[config.mk]
export PLATFORM = sky130hd
export DESIGN_NAME = id_scoreboard_ctrl_flat
export DESIGN_NICKNAME = d
export VERILOG_FILES = /design/src/rtl/id_scoreboard_ctrl_pkg.sv /design/src/rtl/id_scoreboard_ctrl_if.sv /design/src/rtl/scb_counter_bank.sv /design/src/rtl/id_scoreboard_ctrl.sv /design/src/flat_wrapper.sv
export SDC_FILE = /design/constraint.sdc
export NUM_CORES = 1
export LEC_CHECK = 0
export BUFFER_PORTS_ARGS = -buffer_cell sky130_fd_sc_hd__buf_4
export CAP_MARGIN = 20
export CORE_ASPECT_RATIO = 0.8
export CORE_MARGIN = 3
export CORE_UTILIZATION = 50
export CTS_BUF_LIST = sky130_fd_sc_hd__clkbuf_8
export DETAILED_ROUTE_END_ITERATION = 6
export PLACE_DENSITY = 0.74
export REMOVE_ABC_BUFFERS = 1
export SLEW_MARGIN = 10
export SYNTH_ARGS = -nofsm -noshare
export SYNTH_HDL_FRONTEND = slang
export SYNTH_SLANG_ARGS = --single-unit
[constraint.sdc]
create_clock -name clk -period 4.8 [get_ports clk]
set_clock_uncertainty 0.1 [all_clocks]
set_input_delay 0.24 -clock clk [delete_from_list [all_inputs] [get_ports clk]]
set_output_delay 0.24 -clock clk [all_outputs]
set_load 0.02 [all_outputs]
[src/rtl/id_scoreboard_ctrl_pkg.sv]
// Shared types for the ID-stage scoreboard controller: FSM state
// encodings and the default pending-counter width.
package id_scoreboard_ctrl_pkg;

    typedef enum logic [1:0] {
        SCB_RUN   = 2'd0,
        SCB_FLUSH = 2'd1,
        SCB_DRAIN = 2'd2
    } scb_state_e;

    localparam int SCB_CNT_W = 2;

endpackage

[src/rtl/id_scoreboard_ctrl_if.sv]
// ID-side bundle for the scoreboard controller: decoded operands,
// writeback retire info, redirect, and the issue/stall/flush response.
interface id_scoreboard_ctrl_if #(
    parameter int NUM_REGS = 32,
    parameter int REG_SEL  = 5
);
    logic                id_valid;
    logic [REG_SEL-1:0]  rs1;
    logic [REG_SEL-1:0]  rs2;
    logic                uses_rs1;
    logic                uses_rs2;
    logic [REG_SEL-1:0]  rd;
    logic                reg_write_out;
    logic                wb_valid;
    logic [REG_SEL-1:0]  wb_rd;
    logic                redirect;
    logic                issue;
    logic                stall;
    logic                flush_id;
    logic [NUM_REGS-1:0] pending_mask;
    logic [1:0]          state_dbg;

    modport master (
        output id_valid, rs1, rs2, uses_rs1, uses_rs2, rd,
        output reg_write_out, wb_valid, wb_rd, redirect,
        input  issue, stall, flush_id, pending_mask, state_dbg
    );

    modport slave (
        input  id_valid, rs1, rs2, uses_rs1, uses_rs2, rd,
        input  reg_write_out, wb_valid, wb_rd, redirect,
        output issue, stall, flush_id, pending_mask, state_dbg
    );
endinterface

[src/rtl/scb_counter_bank.sv]
// Per-register pending-write counters, saturating in both directions,
// with a registered nonzero mask. Register 0 never counts.
module scb_counter_bank
    import id_scoreboard_ctrl_pkg::*;
#(
    parameter int NUM_REGS = 32,
    parameter int REG_SEL  = 5,
    parameter int CNT_W    = SCB_CNT_W
) (
    input  logic                           clk,
    input  logic                           rst,
    input  logic                           inc_en_i,
    input  logic [REG_SEL-1:0]             inc_sel_i,
    input  logic                           dec_en_i,
    input  logic [REG_SEL-1:0]             dec_sel_i,
    output logic [NUM_REGS-1:0][CNT_W-1:0] cnt_o,
    output logic [NUM_REGS-1:0]            nz_mask_o
);
    localparam logic [CNT_W-1:0] CNT_MAX = '1;
    localparam logic [CNT_W-1:0] CNT_ONE = CNT_W'(1);

    logic [NUM_REGS-1:0][CNT_W-1:0] cnt_q, cnt_d;
    logic [NUM_REGS-1:0]            mask_q, mask_d;

    always_comb begin
        cnt_d  = cnt_q;
        mask_d = '0;
        for (int i = 1; i < NUM_REGS; i++) begin
            // a retire at zero is dropped so an inc in the same cycle still lands
            if (inc_en_i && inc_sel_i == REG_SEL'(i) && cnt_q[i] != CNT_MAX &&
                !(dec_en_i && dec_sel_i == REG_SEL'(i) && cnt_q[i] != '0)) begin
                cnt_d[i] = cnt_q[i] + CNT_ONE;
            end else if (dec_en_i && dec_sel_i == REG_SEL'(i) && cnt_q[i] != '0 &&
                         !(inc_en_i && inc_sel_i == REG_SEL'(i))) begin
                cnt_d[i] = cnt_q[i] - CNT_ONE;
            end
            mask_d[i] = cnt_d[i] != '0;
        end
        cnt_d[0] = '0;
    end

    always_ff @(posedge clk or posedge rst) begin
        if (rst) begin
            cnt_q  <= '0;
            mask_q <= '0;
        end else begin
            cnt_q  <= cnt_d;
            mask_q <= mask_d;
        end
    end

    always_ff @(posedge clk) begin
        if (!rst && dec_en_i) begin
            assert (!$isunknown(dec_sel_i) && cnt_q[dec_sel_i] != '0);
        end
    end

    assign cnt_o     = cnt_q;
    assign nz_mask_o = mask_q;

endmodule

[src/rtl/id_scoreboard_ctrl.sv]
// ID issue controller: RAW/structural stall on pending writes and a
// multi-cycle flush after redirect. Optional macro: SCB_WB_BYPASS_EN.
module id_scoreboard_ctrl
    import id_scoreboard_ctrl_pkg::*;
#(
    parameter int NUM_REGS     = 32,
    parameter int REG_SEL      = 5,
    parameter int CNT_W        = SCB_CNT_W,
    parameter int FLUSH_CYCLES = 2
) (
    input  logic clk,
    input  logic rst,
    id_scoreboard_ctrl_if.slave bus
);
    localparam logic [CNT_W-1:0] CNT_MAX = '1;
    localparam logic [CNT_W-1:0] CNT_ONE = CNT_W'(1);
    localparam logic [3:0]       FL_LOAD = 4'(FLUSH_CYCLES - 1);

    scb_state_e state_q, state_d;
    logic [3:0] fcnt_q, fcnt_d;

    logic [NUM_REGS-1:0][CNT_W-1:0] cnt;
    logic rs1_busy, rs2_busy;
    logic hazard, structural, can_issue;
    logic issue, stall, flush;

    always_comb begin
        rs1_busy = bus.rs1 != '0 && cnt[bus.rs1] != '0;
        rs2_busy = bus.rs2 != '0 && cnt[bus.rs2] != '0;
`ifdef SCB_WB_BYPASS_EN
        // last pending write retiring now: regfile writes before read
        if (cnt[bus.rs1] == CNT_ONE && bus.wb_valid && bus.wb_rd == bus.rs1)
            rs1_busy = 1'b0;
        if (cnt[bus.rs2] == CNT_ONE && bus.wb_valid && bus.wb_rd == bus.rs2)
            rs2_busy = 1'b0;
`endif
        hazard = bus.id_valid &&
                 ((bus.uses_rs1 && rs1_busy) || (bus.uses_rs2 && rs2_busy));
        structural = bus.id_valid && bus.reg_write_out &&
                     bus.rd != '0 && cnt[bus.rd] == CNT_MAX;
        can_issue = bus.id_valid && !hazard && !structural;
    end

    always_comb begin
        issue   = 1'b0;
        stall   = 1'b0;
        flush   = 1'b0;
        state_d = state_q;
        fcnt_d  = fcnt_q;
        unique case (state_q)
            SCB_RUN, SCB_DRAIN: begin
                if (bus.redirect) begin
                    flush = 1'b1;
                    if (FLUSH_CYCLES > 1) begin
                        state_d = SCB_FLUSH;
                        fcnt_d  = FL_LOAD;
                    end else begin
                        state_d = SCB_RUN;
                    end
                end else if (state_q == SCB_RUN) begin
                    issue = can_issue;
                    stall = bus.id_valid && !can_issue;
                end else begin
                    state_d = SCB_RUN;
                end
            end
            SCB_FLUSH: begin
                flush = 1'b1;
                if (bus.redirect) begin
                    fcnt_d = FL_LOAD;
                end else if (fcnt_q <= 4'd1) begin
                    fcnt_d  = '0;
                    state_d = SCB_DRAIN;
                end else begin
                    fcnt_d = fcnt_q - 4'd1;
                end
            end
            default: state_d = SCB_RUN;
        endcase
    end

    always_ff @(posedge clk or posedge rst) begin
        if (rst) begin
            state_q <= SCB_RUN;
            fcnt_q  <= '0;
        end else begin
            state_q <= state_d;
            fcnt_q  <= fcnt_d;
        end
    end

    scb_counter_bank #(
        .NUM_REGS (NUM_REGS),
        .REG_SEL  (REG_SEL),
        .CNT_W    (CNT_W)
    ) u_bank (
        .clk       (clk),
        .rst       (rst),
        .inc_en_i  (issue && bus.reg_write_out && bus.rd != '0),
        .inc_sel_i (bus.rd),
        .dec_en_i  (bus.wb_valid && bus.wb_rd != '0),
        .dec_sel_i (bus.wb_rd),
        .cnt_o     (cnt),
        .nz_mask_o (bus.pending_mask)
    );

    assign bus.issue     = issue;
    assign bus.stall     = stall;
    assign bus.flush_id  = flush;
    assign bus.state_dbg = state_q;

endmodule

[src/flat_wrapper.sv]
// flat-port wrapper written by rule: the top's interface ports become plain ports
module id_scoreboard_ctrl_flat import id_scoreboard_ctrl_pkg::*;
#(
    parameter int NUM_REGS     = 32,
    parameter int REG_SEL      = 5,
    parameter int CNT_W        = SCB_CNT_W,
    parameter int FLUSH_CYCLES = 2
)
  (clk, rst, bus_id_valid, bus_rs1, bus_rs2, bus_uses_rs1, bus_uses_rs2, bus_rd, bus_reg_write_out, bus_wb_valid, bus_wb_rd, bus_redirect, bus_issue, bus_stall, bus_flush_id, bus_pending_mask, bus_state_dbg);
  id_scoreboard_ctrl_if #(.NUM_REGS(NUM_REGS), .REG_SEL(REG_SEL)) bus_i ();
  input  logic clk;
  input  logic rst;
  input wire logic [$bits(bus_i.id_valid)-1:0] bus_id_valid;
  input wire logic [$bits(bus_i.rs1)-1:0] bus_rs1;
  input wire logic [$bits(bus_i.rs2)-1:0] bus_rs2;
  input wire logic [$bits(bus_i.uses_rs1)-1:0] bus_uses_rs1;
  input wire logic [$bits(bus_i.uses_rs2)-1:0] bus_uses_rs2;
  input wire logic [$bits(bus_i.rd)-1:0] bus_rd;
  input wire logic [$bits(bus_i.reg_write_out)-1:0] bus_reg_write_out;
  input wire logic [$bits(bus_i.wb_valid)-1:0] bus_wb_valid;
  input wire logic [$bits(bus_i.wb_rd)-1:0] bus_wb_rd;
  input wire logic [$bits(bus_i.redirect)-1:0] bus_redirect;
  output wire logic [$bits(bus_i.issue)-1:0] bus_issue;
  output wire logic [$bits(bus_i.stall)-1:0] bus_stall;
  output wire logic [$bits(bus_i.flush_id)-1:0] bus_flush_id;
  output wire logic [$bits(bus_i.pending_mask)-1:0] bus_pending_mask;
  output wire logic [$bits(bus_i.state_dbg)-1:0] bus_state_dbg;
  assign bus_i.id_valid = bus_id_valid;
  assign bus_i.rs1 = bus_rs1;
  assign bus_i.rs2 = bus_rs2;
  assign bus_i.uses_rs1 = bus_uses_rs1;
  assign bus_i.uses_rs2 = bus_uses_rs2;
  assign bus_i.rd = bus_rd;
  assign bus_i.reg_write_out = bus_reg_write_out;
  assign bus_i.wb_valid = bus_wb_valid;
  assign bus_i.wb_rd = bus_wb_rd;
  assign bus_i.redirect = bus_redirect;
  assign bus_issue = bus_i.issue;
  assign bus_stall = bus_i.stall;
  assign bus_flush_id = bus_i.flush_id;
  assign bus_pending_mask = bus_i.pending_mask;
  assign bus_state_dbg = bus_i.state_dbg;
  id_scoreboard_ctrl #(.NUM_REGS(NUM_REGS), .REG_SEL(REG_SEL), .CNT_W(CNT_W), .FLUSH_CYCLES(FLUSH_CYCLES)) u_core (.clk(clk), .rst(rst), .bus(bus_i));
endmodule
==> results.sh <==
export IMPL_antenna_left=0
export IMPL_cts_tree="built"
export IMPL_min_from="bus_rd[3]"
export IMPL_path_depth=9
export IMPL_slew_violations=0
export IMPL_drc=0
export IMPL_io_pins=65
export IMPL_rows=42
export IMPL_path_clk_slew_ns=0.10
export IMPL_max_freq_mhz=272
export IMPL_cts_buffer_depth=2
export IMPL_place_hpwl_mm=19.2
export IMPL_clock_sinks=99
export IMPL_start_util_pct=51.8
export IMPL_finalSetupTns_ns=0
export IMPL_crit_required_ns=4.46
export IMPL_crit_start="u_core.u_bank.cnt_o[33]"
export IMPL_hold_viol_final=0
export IMPL_drt_initial_drc_count=1294
export IMPL_worstReg2RegStart="u_core.u_bank.cnt_o[54]"
export IMPL_end_kind="primary output"
export IMPL_slowest_stage="dfrtp_1"
export IMPL_async_reset_ff_share_pct=100
export IMPL_cts_setup_buffers=0
export IMPL_gr_usage_all_layers_pct=27.6
export IMPL_critPathKind="reg -> out"
export IMPL_num_vias=8444
export IMPL_synth_commonest_cells="dfrtp_1, nor2_1, inv_1"
export IMPL_wl_per_cell_um=20.6
export IMPL_cap_viol_max_count=0
export IMPL_wirelength_mm=26.4
export IMPL_die_area_um2=19100
export IMPL_cts_resized_gates=0
export IMPL_reg2reg_setup_slack_ns=1.18
export IMPL_fillers=1566
export IMPL_setup_ws_ns=1.12
export IMPL_rsz0062_at_grt="no"
export IMPL_yosys_register_bits=99
export IMPL_place_gp_congestion=0.961
export IMPL_cts_buffers=9
export IMPL_holdWs_ns=0.296
export IMPL_ys_seq_area_share_pct=28.4
export IMPL_multi_input_area_um2=5650
export IMPL_dominantRegCellSynth="dfrtp_1"
export IMPL_synth_top_area_share_pct=28.4
export IMPL_grt_max_degree=54
export IMPL_vias_per_cell=6.60
export IMPL_die_y_um=124
export IMPL_clkLatencyLatePin_ns=0.40
export IMPL_p_leak_nw=3.89
export IMPL_worstMarginPinSlew_ns=0.880
export IMPL_postCtsHoldBufs=2
export IMPL_htree_levels=3
export IMPL_yosys_area_top_type="dfrtp_1"
export IMPL_nets=1147
export IMPL_setup_viol=0
export IMPL_synth_area_leaders="dfrtp_1, ha_1, mux4_2"
export IMPL_fin_crit_sh_pct=76.7
export IMPL_io_buffers=63
export IMPL_min_period_ns=3.68
export IMPL_ys_warn_count=0
export IMPL_timing_rr_end="u_core.u_bank.cnt_o[57]"
export IMPL_powerDensity_nw_per_um2=453
export IMPL_die_w_um=154
export IMPL_pre_cts_slack_ns=1.16
export IMPL_first_pass_iters=6
export IMPL_synthCells=1017
export IMPL_cp_max_fo=27
export IMPL_syn_area_per_cell_um2=8.57
export IMPL_critPathMaxStageDelay_ns=0.48
export IMPL_antenna_found_initial=1
export IMPL_yosysUniqueCellTypes=79
export IMPL_core_area_um2=16800
export IMPL_area_delta_synth_final_pct=9.09
export IMPL_vdd_drop_max_mv=0.222
export IMPL_grt_overflow_total=0
export IMPL_area_sequential_um2=2480
export IMPL_drive_gt1_share_pct=12.9
export IMPL_cts_root_buf="clkbuf_8"
export IMPL_worst_path_buf_inv=2
export IMPL_worst_setup_path_start_kind="register"
export IMPL_p_total_mw=4.31
export IMPL_status="completed"
export IMPL_diodes=0
export IMPL_holdCritPathClass="in -> reg"
export IMPL_hold_path_depth=5
export IMPL_grt_pass1_vias=7749
export IMPL_slew_headroom_pct=40.9
export IMPL_yosysMostFrequentCell="dfrtp_1"
export IMPL_synth_edf_count=0
export IMPL_rr_worst_depth=9
export IMPL_crit_chain="nor2_1 -> mux4_2 -> a32o_1 -> nor3_1 -> nand2_1 -> buf_4 -> nand2_1 -> and3_1 -> buf_4"
export IMPL_utilization_pct=56.5
export IMPL_grt_pass1_wl_mm=41.9
export IMPL_path_delay_family="simple AND/OR/NAND/NOR gates"
export IMPL_critPathArrivalTime_ns=3.34
export IMPL_min_to="u_core.u_bank.cnt_o[25]"
export IMPL_synth_area_um2=8720
==> registers in the layout, indices dropped and copies added, names as in the netlist <==
register and cells:
u_core.u_bank.nz_mask_o 31, u_core.bus.state_dbg 2, u_core.u_bank.cnt_o 62, u_core.fcnt_q 4
==> layer usage <==
metal  global-route usage, %  share of wire, %
met5                       0                 0
met2                    40.0                42
met3                    7.61                12
met4                    8.11               1.9
met1                    40.3                44
==> final cells by class <==
| cell class | count | area share (%) |
|---|---|---|
| Timing Repair Buffer | 76 | 6.19 |
| Clock inverter | 5 | 0.421 |
| Inverter | 89 | 3.54 |
| Tap cell | 220 | 2.90 |
| Sequential cell | 99 | 26.1 |
| Clock buffer | 10 | 1.45 |
| Multi-Input combinational cell | 780 | 59.5 |
==> cell families after synthesis <==
family,Yosys count,synth area share (%)
simple gates,458,28.6
compound gates,197,17.1
buf+inv,138,6.73
flops,99,28.4
fa+ha+maj,64,9.19
xor+xnor,30,3.01
mux,30,6.89
other cells,1,0.0430
==> how the worst max path moves through the flow <==
| stage | endpoint | slack, ns |
|---|---|---|
| 6_report | bus_stall | 1.12 |
| 5_1_grt | bus_stall | 0.98 |
| 4_1_cts | bus_stall | 1.18 |
| 3_5_place_dp | u_core.u_bank.cnt_o[20] | 1.16 |
| 3_3_place_gp | u_core.u_bank.cnt_o[20] | 1.19 |
| 2_1_floorplan | u_core.u_bank.cnt_o[9] | 1.09 |
==> stage by stage <==
stage	instance area [um^2]	std cells
floorplan	8460	968
global placement	9310	1262
detailed placement	9310	1262
CTS	9510	1279
global route	9510	1279
finish	9510	1279
==> placed cells by master, fill, tap and decap left out, types with 22 or more instances in the layout <==
cell     synthesis  routed
nor4_1          24      24
buf_4            3      73
ha_1            64      64
nand3_1         22      22
inv_1           87      86
and3_1          29      29
xnor2_1         30      30
nand2_1         74      74
dfrtp_1         99      99
or3_1           26      26
nor3_1          77      77
nor2_1          90      90
==> report_power, final <==
group	switching, mW	total [mW]	internal [mW]
registers	0.411	1.55	1.14
clock network	0.327	0.529	0.202
logic	1.30	2.23	0.932
total	2.04	4.31	2.27
==> worst min-delay path: cells and delay by family <==
family / cells / cell delay, ns
AND/OR/NAND/NOR: 3 / 0.27
buffers and inverters: 1 / 0.18
AO/OA/AOI/OAI: 1 / 0.08
No activity file was read; power rests on OpenSTA's default activity.
